$ cat src/rtl/arb_pkg.sv
`default_nettype none
// +--------------------------------------------------------------------------+
// | arb_pkg : shared state encoding and default sizing for the VC arbiter     |
// | rev 1.0 : initial release                                                 |
// +--------------------------------------------------------------------------+
package arb_pkg;

  localparam int NUM_SRC_DEF   = 4;
  localparam int DATA_SIZE_DEF = 8;
  localparam int BURST_LEN_DEF = 4;
  localparam int SEL_W_DEF     = $clog2(NUM_SRC_DEF);

  typedef enum logic {
    ST_IDLE  = 1'b0,
    ST_BURST = 1'b1
  } arb_state_e;

  // A single source still needs a 1-bit index.
  function automatic int sel_width(input int n);
    return (n > 1) ? $clog2(n) : 1;
  endfunction

endpackage
`default_nettype wire

$ cat src/rtl/rr_pick.sv
`default_nettype none
// +--------------------------------------------------------------------------+
// | rr_pick : combinational rotating-priority picker, scans from last+1       |
// | rev 1.0 : initial release                                                 |
// +--------------------------------------------------------------------------+
module rr_pick
  import arb_pkg::*;
#(
  parameter int NUM_SRC = NUM_SRC_DEF,
  parameter int SEL_W   = sel_width(NUM_SRC)
) (
  input  logic [NUM_SRC-1:0] req,
  input  logic [SEL_W-1:0]   last,
  output logic [SEL_W-1:0]   gnt_idx,
  output logic               gnt_valid
);

  logic [SEL_W-1:0] cand;

  // Walk from the farthest offset down so the nearest requester after 'last' wins.
  always_comb begin
    gnt_idx   = '0;
    gnt_valid = 1'b0;
    cand      = '0;
    for (int i = NUM_SRC; i >= 1; i--) begin
      cand = SEL_W'((int'(last) + i) % NUM_SRC);
      if (req[cand]) begin
        gnt_idx   = cand;
        gnt_valid = 1'b1;
      end
    end
  end

endmodule
`default_nettype wire

$ cat src/rtl/vc_fifo_rr_arbiter.sv
`default_nettype none
// +--------------------------------------------------------------------------+
// | vc_fifo_rr_arbiter : round-robin burst drain of NUM_SRC VC FIFOs into one |
// | downstream FIFO. Option ARB_STRICT_VC0_EN gives source 0 strict priority. |
// | rev 1.0 : initial release                                                 |
// +--------------------------------------------------------------------------+
module vc_fifo_rr_arbiter
  import arb_pkg::*;
#(
  parameter int NUM_SRC   = NUM_SRC_DEF,
  parameter int DATA_SIZE = DATA_SIZE_DEF,
  parameter int BURST_LEN = BURST_LEN_DEF,
  parameter int SEL_W     = sel_width(NUM_SRC)
) (
  input  logic                           clk,
  input  logic                           reset,
  input  logic                           enable,
  input  logic [NUM_SRC-1:0]             src_empty,
  input  logic [NUM_SRC*DATA_SIZE-1:0]   src_data,
  input  logic                           dst_pause,
  input  logic                           dst_full,
  output logic [NUM_SRC-1:0]             src_pop,
  output logic                           dst_push,
  output logic [DATA_SIZE-1:0]           dst_data,
  output logic [SEL_W-1:0]               grant_idx,
  output logic                           busy
);

  localparam int CNT_W = $clog2(BURST_LEN + 1);

  arb_state_e         state;
  logic [CNT_W-1:0]   burst_cnt;
  logic [SEL_W-1:0]   rr_last;
  logic               pipe_valid;
  logic [SEL_W-1:0]   pipe_idx;

  logic [DATA_SIZE-1:0] words [NUM_SRC];
  logic                 can_pop;
  logic [SEL_W-1:0]     pick_idx;
  logic                 pick_valid;
  logic [SEL_W-1:0]     sel_idx;
  logic                 pop_any;
  logic [SEL_W-1:0]     pop_idx;
  logic                 burst_done;

  for (genvar i = 0; i < NUM_SRC; i++) begin : g_unpack
    assign words[i] = src_data[i*DATA_SIZE +: DATA_SIZE];
  end

  rr_pick #(
    .NUM_SRC (NUM_SRC),
    .SEL_W   (SEL_W)
  ) u_pick (
    .req       (~src_empty),
    .last      (rr_last),
    .gnt_idx   (pick_idx),
    .gnt_valid (pick_valid)
  );

  assign can_pop    = enable & ~dst_pause & ~dst_full;
  assign burst_done = (burst_cnt == CNT_W'(BURST_LEN)) | src_empty[grant_idx] | ~enable;

  always_comb begin
`ifdef ARB_STRICT_VC0_EN
    sel_idx = src_empty[0] ? pick_idx : '0;
`else
    sel_idx = pick_idx;
`endif
    pop_any = 1'b0;
    pop_idx = grant_idx;
    case (state)
      ST_IDLE: begin
        pop_any = can_pop & pick_valid;
        pop_idx = sel_idx;
      end
      ST_BURST: begin
        pop_any = can_pop & ~src_empty[grant_idx] & (burst_cnt < CNT_W'(BURST_LEN));
      end
      default: pop_any = 1'b0;
    endcase
  end

  // Strobe is masked during reset so no word is removed from a source while it is held.
  assign src_pop = (reset && pop_any) ? (NUM_SRC'(1) << pop_idx) : '0;
  assign busy    = (state == ST_BURST) | pipe_valid;

  always_ff @(posedge clk) begin
    if (!reset) begin
      state      <= ST_IDLE;
      burst_cnt  <= '0;
      rr_last    <= SEL_W'(NUM_SRC - 1);
      grant_idx  <= '0;
      pipe_valid <= 1'b0;
      pipe_idx   <= '0;
      dst_push   <= 1'b0;
      dst_data   <= '0;
    end else begin
      // Stage 1 remembers who was popped; stage 2 captures the word the source now presents.
      pipe_valid <= pop_any;
      pipe_idx   <= pop_idx;
      dst_push   <= pipe_valid;
      if (pipe_valid) begin
        dst_data <= words[pipe_idx];
      end

      case (state)
        ST_IDLE: begin
          if (pop_any) begin
            state     <= ST_BURST;
            grant_idx <= pop_idx;
            burst_cnt <= CNT_W'(1);
          end
        end
        ST_BURST: begin
          if (burst_done) begin
            state     <= ST_IDLE;
            rr_last   <= grant_idx;
            burst_cnt <= '0;
          end else if (pop_any) begin
            burst_cnt <= burst_cnt + CNT_W'(1);
          end
        end
        default: state <= ST_IDLE;
      endcase
    end
  end

endmodule
`default_nettype wire

$ cat config.mk
export PLATFORM = sky130hd
export DESIGN_NAME = vc_fifo_rr_arbiter
export DESIGN_NICKNAME = d
export VERILOG_FILES = /design/src/rtl/arb_pkg.sv /design/src/rtl/rr_pick.sv /design/src/rtl/vc_fifo_rr_arbiter.sv
export SDC_FILE = /design/constraint.sdc
export NUM_CORES = 1
export LEC_CHECK = 0
export CORE_UTILIZATION = 44
export CTS_BUF_LIST = sky130_fd_sc_hd__clkbuf_8 sky130_fd_sc_hd__clkbuf_16
export DETAILED_ROUTE_END_ITERATION = 10
export GPL_ROUTABILITY_DRIVEN = 1
export PLACE_DENSITY_LB_ADDON = 0.3
export SYNTH_ARGS = -nofsm -noshare
export SYNTH_HDL_FRONTEND = slang
export SYNTH_SLANG_ARGS = --single-unit
export TNS_END_PERCENT = 10
$ cat constraint.sdc
create_clock -name clk -period 4.8 [get_ports clk]
set_input_delay 0.72 -clock clk [delete_from_list [all_inputs] [get_ports clk]]
set_output_delay 0.72 -clock clk [all_outputs]
set_load 0.05 [all_outputs]
==> results of run 1 <==
layout by cell type (no fill, tap or decap), drive strengths merged, types with 3 or more instances in the layout:
master,synthesis,routed
and2,4,4
clkbuf,4,4
clkdlybuf4s50,0,56
dfxtp,20,20
inv,5,5
mux2i,12,12
mux4,9,9
nand2,7,7
nand2b,5,5
nor2,6,6
nor2b,11,11
nor3b,3,3
o21ai,3,3
layout make-up:
class	instances	area, um2
Clock buffer	4	55.1
Tap cell	30	37.5
Sequential cell	20	400
Timing Repair Buffer	56	561
Inverter	5	18.8
Multi-Input combinational cell	86	761
Fill cell	203	689
power by group through the flow:
| stage | Combinational [mW] | Sequential, mW | Clock, mW |
|---|---|---|---|
| 2_1_floorplan | 0.0560 | 0.188 | 0 |
| 3_3_place_gp | 0.103 | 0.187 | 0 |
| 3_5_place_dp | 0.106 | 0.188 | 0 |
| 4_1_cts | 0.107 | 0.184 | 0.132 |
| 5_1_grt | 0.114 | 0.185 | 0.138 |
| 6_report | 0.107 | 0.184 | 0.128 |
flip-flops by register name, summed over array words and instances (netlist names):
register,count
grant_idx,2
pipe_idx,2
dst_data,8
burst_cnt,3
state,1
dst_push,1
rr_last,2
pipe_valid,1
critical path, cell delays in order:
cell and delay [ns]:
clkdlybuf4s50_1 0.56, nor2b_1 0.09, o21ai_0 0.23, or4b_1 0.46, o211ai_1 0.19, and3_1 0.22, clkdlybuf4s50_1 0.80
cell families (layout without fill, tap and decap cells):
| family | count (synthesis) | count (layout) | share of synthesized area |
|---|---|---|---|
| AND/OR/NAND/NOR | 49 | 49 | 0.241 |
| flip-flops | 20 | 20 | 0.334 |
| adder cells (fa/ha/maj) | 2 | 2 | 0.0209 |
| multiplexers | 21 | 21 | 0.269 |
| buffers and inverters | 10 | 65 | 0.0323 |
| AO/OA/AOI/OAI | 14 | 14 | 0.103 |
routing by layer:
layer	vias up	global-route usage	wire, um
li1	534	-	-
met1	537	0.269	1250
met2	42	0.374	1650
met3	2	0.0417	186
met4	0	0.0556	4
met5	-	0	0
through the flow:
| step | worst slack, ns | instance area [um2] |
|---|---|---|
| after global routing | 0.673 | 1830 |
| final | 0.795 | 1830 |
| after global placement | 0.905 | 1780 |
| after floorplan | 1.29 | 1200 |
| after detailed placement | 0.840 | 1780 |
| after CTS | 0.810 | 1830 |
worst max path at each step:
| stage | from | to | slack, ns | cells past startpoint |
|---|---|---|---|---|
| 2_1_floorplan | grant_idx[0] | src_pop[2] | 1.29 | 4 |
| 3_3_place_gp | src_empty[0] | src_pop[1] | 0.90 | 7 |
| 3_5_place_dp | src_empty[0] | src_pop[1] | 0.84 | 7 |
| 4_1_cts | src_empty[0] | src_pop[1] | 0.81 | 7 |
| 5_1_grt | src_empty[0] | src_pop[3] | 0.67 | 7 |
| 6_report | src_empty[0] | src_pop[1] | 0.80 | 7 |
==> qor.csv, run 1 <==
metric;value;unit
synth_area_leaders;dfxtp_1 33%, mux4_2 17%, mux2i_1 10%;
status;complete, no violations;
cap_violations;0;
cts_setup_buffers;0;
drt_wl_total;3090;um
fin_cells;201;
htree_levels;1;
rows;18;
die_w;54.2;um
via_count;1115;
period_needed;4.00;ns
synth_cell_types;36;
finalSetupViolations;0;
path_max_fanout;6;
worst-slew-pin-transition;0.582;ns
io_buffers;56;
synth_nets;159;
holdBufCountCts;0;
cp.required;4.08;ns
grt_max_degree;19;
globalRouteOverflowTotal;0;
sw_frac_of_total;0.259;
hpwlAfterDp;2350;um
timing.rr.end;rr_last[0];
hold_path_end;dst_data[0];
rsz0062_at_grt;false;
clk_latency;0.26;ns
holdWs;0.530;ns
cts.sinks;20;
drtIter0Drc;23;
min_from;dst_data[0];
syn_area;1200;um2
ys_seq_area_frac;0.334;
die_area;2940;um2
grt_pass1_vias;1013;
combPwrFrac;0.255;
postSynthAreaPerCell;10.3;um2
nNetsFinal;215;
synthArstFlopShare;0;
n_antenna_cell;0;
pwr-share-clk;0.307;
min_path_cells;2;
switching_power;109;uW
synth_seq_cells;20;
max_freq;250;MHz
grt_pass1_wl;4490;um
critPathKind;in2out;
synth.most_common_cell;dfxtp_1;
dp.cells;197;
p_seq_frac;0.439;
vias_per_cell;5.55;
wl_per_cell;15.4;um
internal_power;310;uW
syn2layout_area_growth;52.8;%
reg2reg_slack;2.84;ns
clk_pin_slew;0.07;ns
synth_edf_count;0;
worst_ep_arrival_time;3.28;ns
cts.path.max_buffers;2;
hold_viol;0;
synth_commonest_cells;20 x dfxtp_1, 12 x mux2i_1, 11 x nor2b_1;
io_pins;57;
synth_top_area_share;0.334;
relSlewSlack;0.609;
worstRegToRegCells;5;
fin_skew;0.00323;ns
ir_worst_vdd;0.200;mV
cts_root_buf;clkbuf_8;
final_antenna_net_count;0;
setup_tns;0;ns
gp_congestion;0.788;
hold_class;reg2reg;
power_density;228;nW/um2
yosysWarningCount;0;
p_leak;0.646;nW
cts_resized;0;
post-route-period-util;0.834;
yosys_most_used_dff;dfxtp_1;
grtUsageTotal;0.215;
core_region_area;2520;um2
antenna_found_initial;0;
cp-end-kind;output pin;
synth_area_leader_cell;dfxtp_1;
p_total;419;uW
firstDrtPassIters;4;
tritoncts;built;
critPathLaunchType;input port;
fp.dieH;54.2;um
syn_inst;116;
reg2reg_from;grant_idx[0];
drt_drc_violations_left;0;
utilization;0.727;
report.final.slew_viol_count;0;
cts_inserted_buffers;3;
initial_core_util;0.476;
drive_gt1_frac;0.117;
No activity file was read; power rests on OpenSTA's default activity.
==> run 2: changes to the inputs <==
- CORE_UTILIZATION: 44 -> 40
- clock period: 4.8 -> 4 ns (I/O delays scaled with it)
==> qor.csv, run 2 (synthesis results as in run 1) <==
metric;value;unit
cts_root_buf;clkbuf_8;
worst_ep_arrival_time;2.99;ns
finalSetupViolations;0;
cts_inserted_buffers;3;
n_antenna_cell;0;
critPathTopFamily;buffers and inverters;
htree_levels;1;
max_freq;279;MHz
critPathMostFrequentCell;clkdlybuf4s50_1;
critPathMaxStageDelay;0.82;ns
cp.required;3.40;ns
setup_ws;0.415;ns
multi_input_area;761;um2
worst-slew-pin-transition;0.532;ns
vias_per_cell;5.40;
status;complete, no violations;
drt_drc_violations_left;0;
critPathKind;in2out;
holdBufCountCts;0;
via_count;1096;
layout_common_cells;53 x clkdlybuf4s50_1, 20 x dfxtp_1, 12 x mux2i_1;
die_area;3220;um2
wl_per_cell;14.8;um
ir_worst_vdd;0.211;mV
clk_latency;0.26;ns
top_regs;dst_data x8, burst_cnt x3;
cap_violations;0;
dp.cells;199;
hold_viol;0;
rsz0062_at_grt;false;
utilization;0.654;
tritoncts;built;
slowest_stage;clkdlybuf4s50_1;
cts.path.max_buffers;2;
gp_congestion;0.745;
cts_setup_buffers;0;
hpwlAfterDp;2410;um
drt_wl_total;3000;um
hold_class;reg2reg;
nNetsFinal;216;
setup_tns;0;ns
die_w;56.8;um
grt_pass1_wl;4930;um
period_needed;3.59;ns
clk_pin_slew;0.07;ns
seq_area;400;um2
crit_buf_inv;2;
post-route-period-util;0.896;
crit_chain;clkdlybuf4s50_1 -> mux4_2 -> o22ai_1 -> and3_1 -> nand2_1 -> nor2_1 -> clkdlybuf4s50_1;
fin_skew;0.00334;ns
grt_max_degree;19;
cp-end-kind;output pin;
top_register;dst_data;
core_region_area;2810;um2
grt_pass1_vias;1114;
globalRouteOverflowTotal;0;
p_leak;0.657;nW
grtUsageTotal;0.204;
final_common_cell;clkdlybuf4s50_1;
initial_core_util;0.428;
io_buffers;56;
antenna_found_initial;0;
final_antenna_net_count;0;
fin_cells;203;
path_max_fanout;6;
firstDrtPassIters;4;
report.final.slew_viol_count;0;
power_density;275;nW/um2
dp_slack;0.415;ns
syn2layout_area_growth;52.9;%
fp.dieH;56.8;um
critPathLaunchType;input port;
drive_gt1_frac;0.140;
io_pins;57;
relSlewSlack;0.645;
cts_resized;0;
rows;19;
largest_reg_flops;8;
drtIter0Drc;26;
cts.sinks;20;
fillCellCount;233;
-- run 2: cell types whose count changed in the layout (fill, tap and decap cells not counted) --
cell / delta
buf_4: +4
clkdlybuf4s50_1: -3
-- run 2: routing by layer --
metal | up-vias | share of wire | GRT usage
met5 | - | 0 | 0
met4 | 0 | 0.016 | 0.0732
met3 | 4 | 0.051 | 0.0576
met2 | 30 | 0.54 | 0.369
met1 | 526 | 0.39 | 0.227
li1 | 536 | - | -
-- run 2: metrics by stage --
stage / total power, mW / hold WS [ns] / area (um2)
final: 0.504 / 0.519 / 1830
after global routing: 0.525 / 0.539 / 1830
after CTS: 0.507 / 0.528 / 1830
after detailed placement: 0.353 / 0.507 / 1780
after global placement: 0.349 / 0.497 / 1780
after floorplan: 0.293 / 0.502 / 1200
-- run 2: layout make-up --
| type | instances | area share |
|---|---|---|
| repair buffers | 57 | 0.306 |
| inverters | 5 | 0.0102 |
| well taps | 31 | 0.0211 |
| multi-input cells | 86 | 0.415 |
| flip-flops and latches | 20 | 0.218 |
| clock buffers | 4 | 0.0300 |
-- run 2: path summary, 6_finish.rpt --
| path | from | to | slack (ns) | cells after the start |
|---|---|---|---|---|
| setup reg to reg | grant_idx[0] | burst_cnt[1] | 2.06 | 5 |
| hold / removal | dst_data[7] | dst_data[7] | 0.52 | 2 |
| hold reg to reg | dst_data[7] | dst_data[7] | 0.52 | 2 |
| setup / recovery | src_empty[3] | src_pop[0] | 0.41 | 7 |
-- run 2: tightest hold or removal path, cell delays in order, from the launching register on --
cell     delay [ns]
dfxtp_1        0.33
mux2i_1        0.06
nor2b_1        0.10
-- run 2: where the power goes --
part	internal, mW	total (mW)	switching (mW)
logic	0.0785	0.127	0.0489
registers	0.207	0.220	0.0137
clock network	0.0877	0.156	0.0683
